<file path="src/rtl/uart_rx_if.sv">
// Receive-side handshake bundle for uart_rx: word output, valid/ready, error pulses.
// rx_parity_err exists only when UART_RX_PARITY_EN is defined.
interface uart_rx_if #(
    parameter int Word_len = 8
);
    logic [Word_len-1:0] rx_data;
    logic                rx_data_valid;
    logic                rx_data_ready;
    logic                rx_frame_err;
    logic                rx_overrun;
`ifdef UART_RX_PARITY_EN
    logic                rx_parity_err;
`endif

    modport master (
        output rx_data,
        output rx_data_valid,
        input  rx_data_ready,
        output rx_frame_err,
`ifdef UART_RX_PARITY_EN
        output rx_parity_err,
`endif
        output rx_overrun
    );

    modport slave (
        input  rx_data,
        input  rx_data_valid,
        output rx_data_ready,
        input  rx_frame_err,
`ifdef UART_RX_PARITY_EN
        input  rx_parity_err,
`endif
        input  rx_overrun
    );
endinterface

</file>
<file path="src/rtl/uart_rx.sv">
// UART receiver: 2-flop synchronized line, mid-bit sampling, valid/ready output with overrun.
// Optional even-parity bit check enabled by defining UART_RX_PARITY_EN.
module uart_rx #(
    parameter int clk_rate = 100000000,
    parameter int Baud     = 115200,
    parameter int Word_len = 8
) (
    input  logic     clk,
    input  logic     rst,
    input  logic     Uart_rx,
    uart_rx_if.master bus
);
    localparam int Baud_div = clk_rate / Baud;
    localparam int Half     = Baud_div / 2;
    localparam int CNT_W    = (Baud_div > 1) ? $clog2(Baud_div) : 1;
    localparam int BIT_W    = $clog2(Word_len + 1);

    localparam logic [CNT_W-1:0] CNT_LAST = CNT_W'(Baud_div - 1);
    localparam logic [CNT_W-1:0] CNT_HALF = CNT_W'(Half - 1);
    localparam logic [BIT_W-1:0] BIT_LAST = BIT_W'(Word_len - 1);

    localparam logic [2:0] IDLE   = 3'd0;
    localparam logic [2:0] START  = 3'd1;
    localparam logic [2:0] DATA   = 3'd2;
    localparam logic [2:0] STOP   = 3'd3;
    localparam logic [2:0] BREAK  = 3'd4;
`ifdef UART_RX_PARITY_EN
    localparam logic [2:0] PARITY = 3'd5;
`endif

    logic                rx_meta;
    logic                rx_s;
    logic [2:0]          state;
    logic [CNT_W-1:0]    cnt;
    logic [BIT_W-1:0]    bit_cnt;
    logic [Word_len-1:0] shift;

    logic [Word_len-1:0] data_r;
    logic                valid_r;
    logic                frame_err_r;
    logic                overrun_r;

    logic                at_last;
    logic                deliver_now;
    logic                frame_err_now;
`ifdef UART_RX_PARITY_EN
    logic                parity_bad;
    logic                parity_err_now;
    logic                parity_err_r;
`endif

    always_ff @(posedge clk) begin
        if (rst) begin
            rx_meta <= 1'b0;
            rx_s    <= 1'b0;
        end else begin
            rx_meta <= Uart_rx;
            rx_s    <= rx_meta;
        end
    end

    assign at_last = (cnt == CNT_LAST);

`ifdef UART_RX_PARITY_EN
    // Even parity: data plus parity bit must carry an even number of ones.
    assign parity_err_now = (state == PARITY) && at_last && (^{shift, rx_s});
    assign deliver_now    = (state == STOP) && at_last && rx_s && !parity_bad;
`else
    assign deliver_now    = (state == STOP) && at_last && rx_s;
`endif
    assign frame_err_now  = (state == STOP) && at_last && !rx_s;

    always_ff @(posedge clk) begin
        if (rst) begin
            state   <= BREAK;
            cnt     <= '0;
            bit_cnt <= '0;
            shift   <= '0;
`ifdef UART_RX_PARITY_EN
            parity_bad <= 1'b0;
`endif
        end else begin
            case (state)
                IDLE: begin
                    cnt     <= '0;
                    bit_cnt <= '0;
`ifdef UART_RX_PARITY_EN
                    parity_bad <= 1'b0;
`endif
                    if (!rx_s)
                        state <= START;
                end
                START: begin
                    // Recheck at mid start bit; a high line here was a glitch.
                    if (cnt == CNT_HALF) begin
                        cnt   <= '0;
                        state <= rx_s ? IDLE : DATA;
                    end else begin
                        cnt <= cnt + 1'b1;
                    end
                end
                DATA: begin
                    if (at_last) begin
                        cnt   <= '0;
                        shift <= {rx_s, shift[Word_len-1:1]};
                        if (bit_cnt == BIT_LAST) begin
                            bit_cnt <= '0;
`ifdef UART_RX_PARITY_EN
                            state   <= PARITY;
`else
                            state   <= STOP;
`endif
                        end else begin
                            bit_cnt <= bit_cnt + 1'b1;
                        end
                    end else begin
                        cnt <= cnt + 1'b1;
                    end
                end
`ifdef UART_RX_PARITY_EN
                PARITY: begin
                    if (at_last) begin
                        cnt        <= '0;
                        parity_bad <= ^{shift, rx_s};
                        state      <= STOP;
                    end else begin
                        cnt <= cnt + 1'b1;
                    end
                end
`endif
                STOP: begin
                    if (at_last) begin
                        cnt   <= '0;
                        state <= rx_s ? IDLE : BREAK;
                    end else begin
                        cnt <= cnt + 1'b1;
                    end
                end
                BREAK: begin
                    // Stay deaf until the line returns high.
                    cnt     <= '0;
                    bit_cnt <= '0;
                    if (rx_s)
                        state <= IDLE;
                end
                default: begin
                    state <= BREAK;
                    cnt   <= '0;
                end
            endcase
        end
    end

    always_ff @(posedge clk) begin
        if (rst) begin
            data_r      <= '0;
            valid_r     <= 1'b0;
            frame_err_r <= 1'b0;
            overrun_r   <= 1'b0;
`ifdef UART_RX_PARITY_EN
            parity_err_r <= 1'b0;
`endif
        end else begin
            frame_err_r <= frame_err_now;
            overrun_r   <= deliver_now && valid_r && !bus.rx_data_ready;
`ifdef UART_RX_PARITY_EN
            parity_err_r <= parity_err_now;
`endif
            // Sampling never stalls; a word arriving to an occupied output is dropped.
            if (deliver_now && (!valid_r || bus.rx_data_ready)) begin
                data_r  <= shift;
                valid_r <= 1'b1;
            end else if (valid_r && bus.rx_data_ready) begin
                valid_r <= 1'b0;
            end
        end
    end

    assign bus.rx_data       = data_r;
    assign bus.rx_data_valid = valid_r;
    assign bus.rx_frame_err  = frame_err_r;
    assign bus.rx_overrun    = overrun_r;
`ifdef UART_RX_PARITY_EN
    assign bus.rx_parity_err = parity_err_r;
`endif
endmodule

</file>
<file path="src/flat_wrapper.sv">
// flat-port wrapper written by rule: the top's interface ports become plain ports
module uart_rx_flat 
#(
    parameter int clk_rate = 100000000,
    parameter int Baud     = 115200,
    parameter int Word_len = 8
)
  (clk, rst, Uart_rx, bus_rx_data, bus_rx_data_valid, bus_rx_data_ready, bus_rx_frame_err, bus_rx_overrun);
  uart_rx_if #(.Word_len(Word_len)) bus_i ();
  input  logic clk;
  input  logic rst;
  input  logic Uart_rx;
  output wire logic [$bits(bus_i.rx_data)-1:0] bus_rx_data;
  output wire logic [$bits(bus_i.rx_data_valid)-1:0] bus_rx_data_valid;
  input wire logic [$bits(bus_i.rx_data_ready)-1:0] bus_rx_data_ready;
  output wire logic [$bits(bus_i.rx_frame_err)-1:0] bus_rx_frame_err;
  output wire logic [$bits(bus_i.rx_overrun)-1:0] bus_rx_overrun;
  assign bus_rx_data = bus_i.rx_data;
  assign bus_rx_data_valid = bus_i.rx_data_valid;
  assign bus_i.rx_data_ready = bus_rx_data_ready;
  assign bus_rx_frame_err = bus_i.rx_frame_err;
  assign bus_rx_overrun = bus_i.rx_overrun;
  uart_rx #(.clk_rate(clk_rate), .Baud(Baud), .Word_len(Word_len)) u_core (.clk(clk), .rst(rst), .Uart_rx(Uart_rx), .bus(bus_i));
endmodule
</file>
<file path="config.mk">
export PLATFORM = sky130hd
export DESIGN_NAME = uart_rx_flat
export DESIGN_NICKNAME = d
export VERILOG_FILES = /design/src/rtl/uart_rx_if.sv /design/src/rtl/uart_rx.sv /design/src/flat_wrapper.sv
export SDC_FILE = /design/constraint.sdc
export NUM_CORES = 1
export LEC_CHECK = 0
export ABC_AREA = 1
export CAP_MARGIN = 40
export CORE_MARGIN = 5
export CORE_UTILIZATION = 56
export CTS_CLUSTER_DIAMETER = 200
export DETAILED_ROUTE_END_ITERATION = 8
export PLACE_DENSITY_LB_ADDON = 0.15
export SETUP_SLACK_MARGIN = 0.2
export SKIP_LAST_GASP = 1
export SYNTH_ARGS = -nofsm -noshare
export SYNTH_HDL_FRONTEND = slang
export SYNTH_SLANG_ARGS = --single-unit
</file>
<file path="constraint.sdc">
create_clock -name clk -period 1.56 [get_ports clk]
set_input_delay 0.312 -clock clk [delete_from_list [all_inputs] [get_ports clk]]
set_output_delay 0.312 -clock clk [all_outputs]
set_load 0.01 [all_outputs]
</file>
# Word-level counts from Yosys, hierarchy flattened
# Cells that the tools add are included.
[classes]
addsub = 2
eq_ne = 13
muxes = 17
reduce_logical = 19
[op_table]
columns = ["op", "n"]
rows = [
  ["two-way mux 3 bit", 7],
  ["two-way mux 10 bit", 2],
  ["case mux 10 bit (2 select lines)", 1],
  ["case mux 3 bit (5 select lines)", 1],
  ["adder 10 x 1 -> 10 bit, second input constant", 1],
  ["equality test 10 bit, second input constant", 1],
  ["equality test 10 x 9 -> 1 bit, second input constant", 1],
  ["inequality test 2 x 1 -> 1 bit, second input constant", 5],
  ["two-way mux 4 bit", 2],
  ["case mux 4 bit (2 select lines)", 1],
  ["logical AND 1 bit", 7],
  ["equality test 3 x 2 -> 1 bit, second input constant", 2],
  ["AND reduction 6 bit", 1],
  ["adder 4 x 1 -> 4 bit, second input constant", 1],
  ["equality test 4 x 3 -> 1 bit, second input constant", 1],
  ["AND reduction 2 bit", 2],
  ["nonzero test 2 bit", 2],
  ["OR reduction 2 bit", 2],
  ["equality test 3 x 1 -> 1 bit, second input constant", 1],
  ["equality test 3 bit, second input constant", 1],
  ["logical NOT 1 bit", 3],
  ["logical NOT 3 bit", 1],
  ["two-way mux 1 bit", 2],
  ["two-way mux 2 bit", 1],
  ["2 further kinds", 2],
]
[totals]
regBits = 38
in_bits = 4
out_inout_bits = 11
elab_cells = 61

# Logic depth before layout (Yosys ltp)
[depth]
word_depth = 5
depth_mapped = 10
ltp_nobuf = 9

# Least setup slack after synthesis
# No wires, ideal clock.
[synth_timing]
kind = "reg-to-reg"
from = "register u_core.cnt[0]"
to = "register u_core.data_r[1] (netlist: u_core.bus.rx_data[1])"
setup_ns = 0.113
t_arrival_ns = 1.325
required_time_ns = 1.447
path_slack_ns = 0.122
path_stages_with_launch = 10
path_buffers = 1
period_less_slack_ns = 1.438
cell_sequence = "dfxtp_1 > ha_1 > clkinv_1 > nor3_2 > nand2_2 > clkinv_4 > nand3b_4 > buf_6 > nor2_1 > nor2_1"
[synth_between]
elab_chain_cells = 4
[synth_rtl]
columns = ["item", "line_no", "text"]
rows = [
  ["from (decl)", "uart_rx.sv:34", "logic [CNT_W-1:0] cnt;"],
  ["from (signal assigned)", "uart_rx.sv:99", "cnt <= cnt + 1'b1;"],
  ["from (signal assigned)", "uart_rx.sv:117", "cnt <= cnt + 1'b1;"],
  ["from (signal assigned)", "uart_rx.sv:136", "cnt <= cnt + 1'b1;"],
  ["equality test 10 bit", "uart_rx.sv:62", "assign at_last = (cnt == CNT_LAST);"],
  ["logical AND 1 bit (2 in series)", "uart_rx.sv:69", "assign deliver_now = (state == STOP) && at_last && rx_s;"],
  ["logical AND 1 bit", "uart_rx.sv:170", "if (deliver_now && (!valid_r || bus.rx_data_ready)) begin"],
  ["to (signal assigned)", "uart_rx.sv:171", "data_r <= shift;"],
  ["to (decl)", "uart_rx.sv:38", "logic [Word_len-1:0] data_r;"],
]
# Every way passes these cells.
# A chain may end at the register's enable or synchronous reset.

# Final worst setup path
[layout_timing]
from = "register u_core.state[2]"
to = "register u_core.cnt[7]"
[layout_between]
elab_chain_cells = 3
[layout_rtl]
columns = ["item", "line_no", "text"]
rows = [
  ["from (decl)", "uart_rx.sv:33", "logic [2:0] state;"],
  ["from (signal assigned)", "uart_rx.sv:97", "state <= rx_s ? IDLE : DATA;"],
  ["from (signal assigned)", "uart_rx.sv:134", "state <= rx_s ? IDLE : BREAK;"],
  ["equality test 3 x 2 -> 1 bit", "uart_rx.sv:83", "case (state)"],
  ["OR reduction 2 bit (no line)", "-", ""],
  ["case mux 10 bit (2 select lines) *", "uart_rx.sv:83", ""],
]
# Every way passes the cells marked *; elsewhere a longest branch is shown, timed or not.

==> run metrics <==
worst ir drop on vdd around 730 µV; number of port buffers 14; Final Setup Violations 0; number of fillers in the final layout 240; met3 demand-to-capacity share in global routing 0.0442; outcome complete, no violations; category of the most critical setup path reg -> reg; M2 GR Usage 0.271; Vias per Instance roughly 5.0; Initial DRC Count 96; count of unresolved DRC violations after routing 0; # Max-Cap Violations 0; number of placement rows 20; final net count ~280; post-synthesis instance total 240; internal power contribution 1540 µW; combinational fraction of design power 0.205; yosys warns 0; number of antenna violations at the first check in global routing 0; Core Box Area 3030 µm²; reported net switching power 650 µW; worst min-delay path category reg -> reg; Setup Slack @ Placement -0.0216 ns; flops & latches, synth 38; drt first pass iters 4; Pleak 0.00104 µW; later-pin clock latency in the skew report 0.34 ns; combined area of all synthesized cells between 1500 and 2000 µm²; data required time at the worst endpoint 1.82 ns; library cell with the largest summed area after synthesis sky130_fd_sc_hd__dfxtp_1; synthesized area divided by synthesized cell count approximately 7.4 µm²; number of max-slew violations in the final report 0; Power per Cell Area 938 nW/µm²; number of I/O pins 15; number of global-route vias before repair 1414; Sink Count 38; largest net degree at the start of global routing 21; startpoint class of the critical path flip-flop; number of hold buffers added after cts 0; Multi-input gate area 1020 µm²; max_slew headroom 0.668; GRT busiest layer met2; Tightest Pin Transition ~0.50 ns; critical path endpoint category flip-flop; Syn-to-layout area delta 32.2%; half-perimeter wire length of the detailed placement result 2210 µm; total die area 4380 µm²; portion of the post-synthesis area used by sequential elements 0.431; Synth area leaders sky130_fd_sc_hd__dfxtp_1, sky130_fd_sc_hd__nor2_1, sky130_fd_sc_hd__nand2_1; Max H-tree Level 2; period utilization 0.900; global route total overflow 0; setup repair after global routing missed its margin yes; crit-path max FO 5; switching part of the total 0.297; unique cell type count in the Yosys netlist 32; Inserted Clock Buffers 5; share of total power in sequential cells 0.487; crit path DAT roughly 1.7 ns; area share of the leading cell type in the synthesized netlist 0.431; floorplan die width about 66 µm; clock transition time at the flip-flop clock pins of the worst setup and hold paths ~0.11 ns; Clock Tree Root sky130_fd_sc_hd__clkbuf_4; fin util 0.771; Peak Freq 0.712 GHz; sequential cell area about 780 µm²; overall via count from detail_route 1587; first-pass GRT wire length around 6000 µm; die boundary height 66.1 µm; Clock Path Buffers 2; clock tree from TritonCTS yes; synthesized net count between 200 and 250; worst hold-check slack approximately 0.42 ns; Initial Util 0.583; total power draw 2190 µW; Final Critical Period 1.40 ns; number of hold violations in the final report 0; final worst-path setup slack 0.155 ns; GR Util met1 0.222; final weighted congestion in routability-driven placement 0.879; overall fraction of global-route tracks in use 0.173; post-route ant nets 0; worst clock skew 0.0121 ns; diode insertion count for antenna repair 0; fraction of layout cells with a size suffix above 1 0.316; wire per inst 12.3 µm; clock network fraction of total power 0.308; Routed Wire Length 3880 µm
-- layout by cell type (no fill, tap or decap), types with 4 or more instances in the layout --
cell type                       count
sky130_fd_sc_hd__dfxtp_1           29
sky130_fd_sc_hd__buf_4             10
sky130_fd_sc_hd__inv_1             23
sky130_fd_sc_hd__nor2_4             5
sky130_fd_sc_hd__dfxtp_2            6
sky130_fd_sc_hd__nor3_2             5
sky130_fd_sc_hd__nand2_2           13
sky130_fd_sc_hd__nor2_2             7
sky130_fd_sc_hd__dlygate4sd2_1     11
sky130_fd_sc_hd__o21ai_1           10
sky130_fd_sc_hd__nand3_1           10
sky130_fd_sc_hd__a21oi_2            4
sky130_fd_sc_hd__nor2_1            50
sky130_fd_sc_hd__nand2_1           32
sky130_fd_sc_hd__clkbuf_4           5
-- layout make-up --
type / instances / area share
flip-flops and latches: 38 / 0.334
repair buffers: 26 / 0.0997
clock buffers: 6 / 0.0220
multi-input cells: 168 / 0.437
well taps: 44 / 0.0236
repair inverters: 2 / 0.00697
inverters: 31 / 0.0643
clock inverters: 1 / 0.0129
-- path summary, 6_finish.rpt --
path,slack (ns),start,cells past startpoint,to
max,0.16,u_core.state[2],6,u_core.cnt[7]
min,0.42,u_core.rx_meta,2,u_core.rx_s
max reg2reg,0.16,u_core.state[2],6,u_core.cnt[7]
min reg2reg,0.42,u_core.rx_meta,2,u_core.rx_s
-- cells in the mapped netlist (all sizes together) --
cell type / count
clkinv: 4
ha: 3
nand3b: 1
nand2: 47
nor2: 62
o22ai: 1
buf: 4
a31oi: 2
nor4: 2
dfxtp: 38
clkbuf: 2
o21ai: 13
xnor2: 1
a21oi: 6
nand3: 13
inv: 27
nand4: 3
nor3: 8
xor2: 3
-- worst max-delay path: stages, from the launching register on --
cell and delay, ns:
sky130_fd_sc_hd__dfxtp_4 0.38, sky130_fd_sc_hd__buf_4 0.15, sky130_fd_sc_hd__nor3_2 0.29, sky130_fd_sc_hd__nand2_2 0.11
sky130_fd_sc_hd__nand2_2 0.12, sky130_fd_sc_hd__nand3_4 0.12, sky130_fd_sc_hd__nor3_1 0.14
-- per-layer routing --
| metal | routed length [µm] | vias up | share of wire |
|---|---|---|---|
| li1 | - | 824 | - |
| met1 | 1840 | 711 | 0.47 |
| met2 | 1780 | 43 | 0.46 |
| met3 | 181 | 9 | 0.047 |
| met4 | 78 | 0 | 0.020 |
| met5 | 0 | - | 0 |
-- metrics by stage --
step | cell area, µm² | instances | TNS (ns)
CTS | 2100 | 306 | 0
floorplan | 1770 | 240 | 0
global placement | 1960 | 297 | 0
detailed placement | 1960 | 297 | -0.0216
finish | 2330 | 316 | 0
global route | 2330 | 316 | 0
-- power groups by stage --
stage	Combinational [µW]	Sequential [µW]	Clock [µW]
floorplan	219	1050	0
global placement	262	1060	0
detailed placement	263	1060	0
CTS	276	1040	691
global route	496	1070	738
finish	449	1070	675
-- sequential cells by signal (all words and copies together), names as in the netlist --
signal                    flops
u_core.shift                  8
u_core.rx_s                   1
u_core.bit_cnt                4
u_core.bus.rx_frame_err       1
u_core.bus.rx_data_valid      1
u_core.cnt                   10
u_core.bus.rx_data            8
u_core.rx_meta                1
u_core.state                  3
u_core.bus.rx_overrun         1
-- what timing repair did --
action                                  4_1_cts  5_1_grt
buffers inserted                              0        7
resized for setup                            21       43
endpoints found under the setup margin       43       34
pin swaps                                     2       16
gates cloned                                  2        3
-- cell families (layout without fill, tap and decap cells) --
group	Yosys count	after routing	synth area share
AO/OA/AOI/OAI	22	22	0.0709
XOR/XNOR	4	4	0.0198
adder cells (fa/ha/maj)	3	3	0.0213
buffers and inverters	37	66	0.0999
flip-flops	38	38	0.431
AND/OR/NAND/NOR	136	139	0.357
No activity file was read; power rests on OpenSTA's default activity.
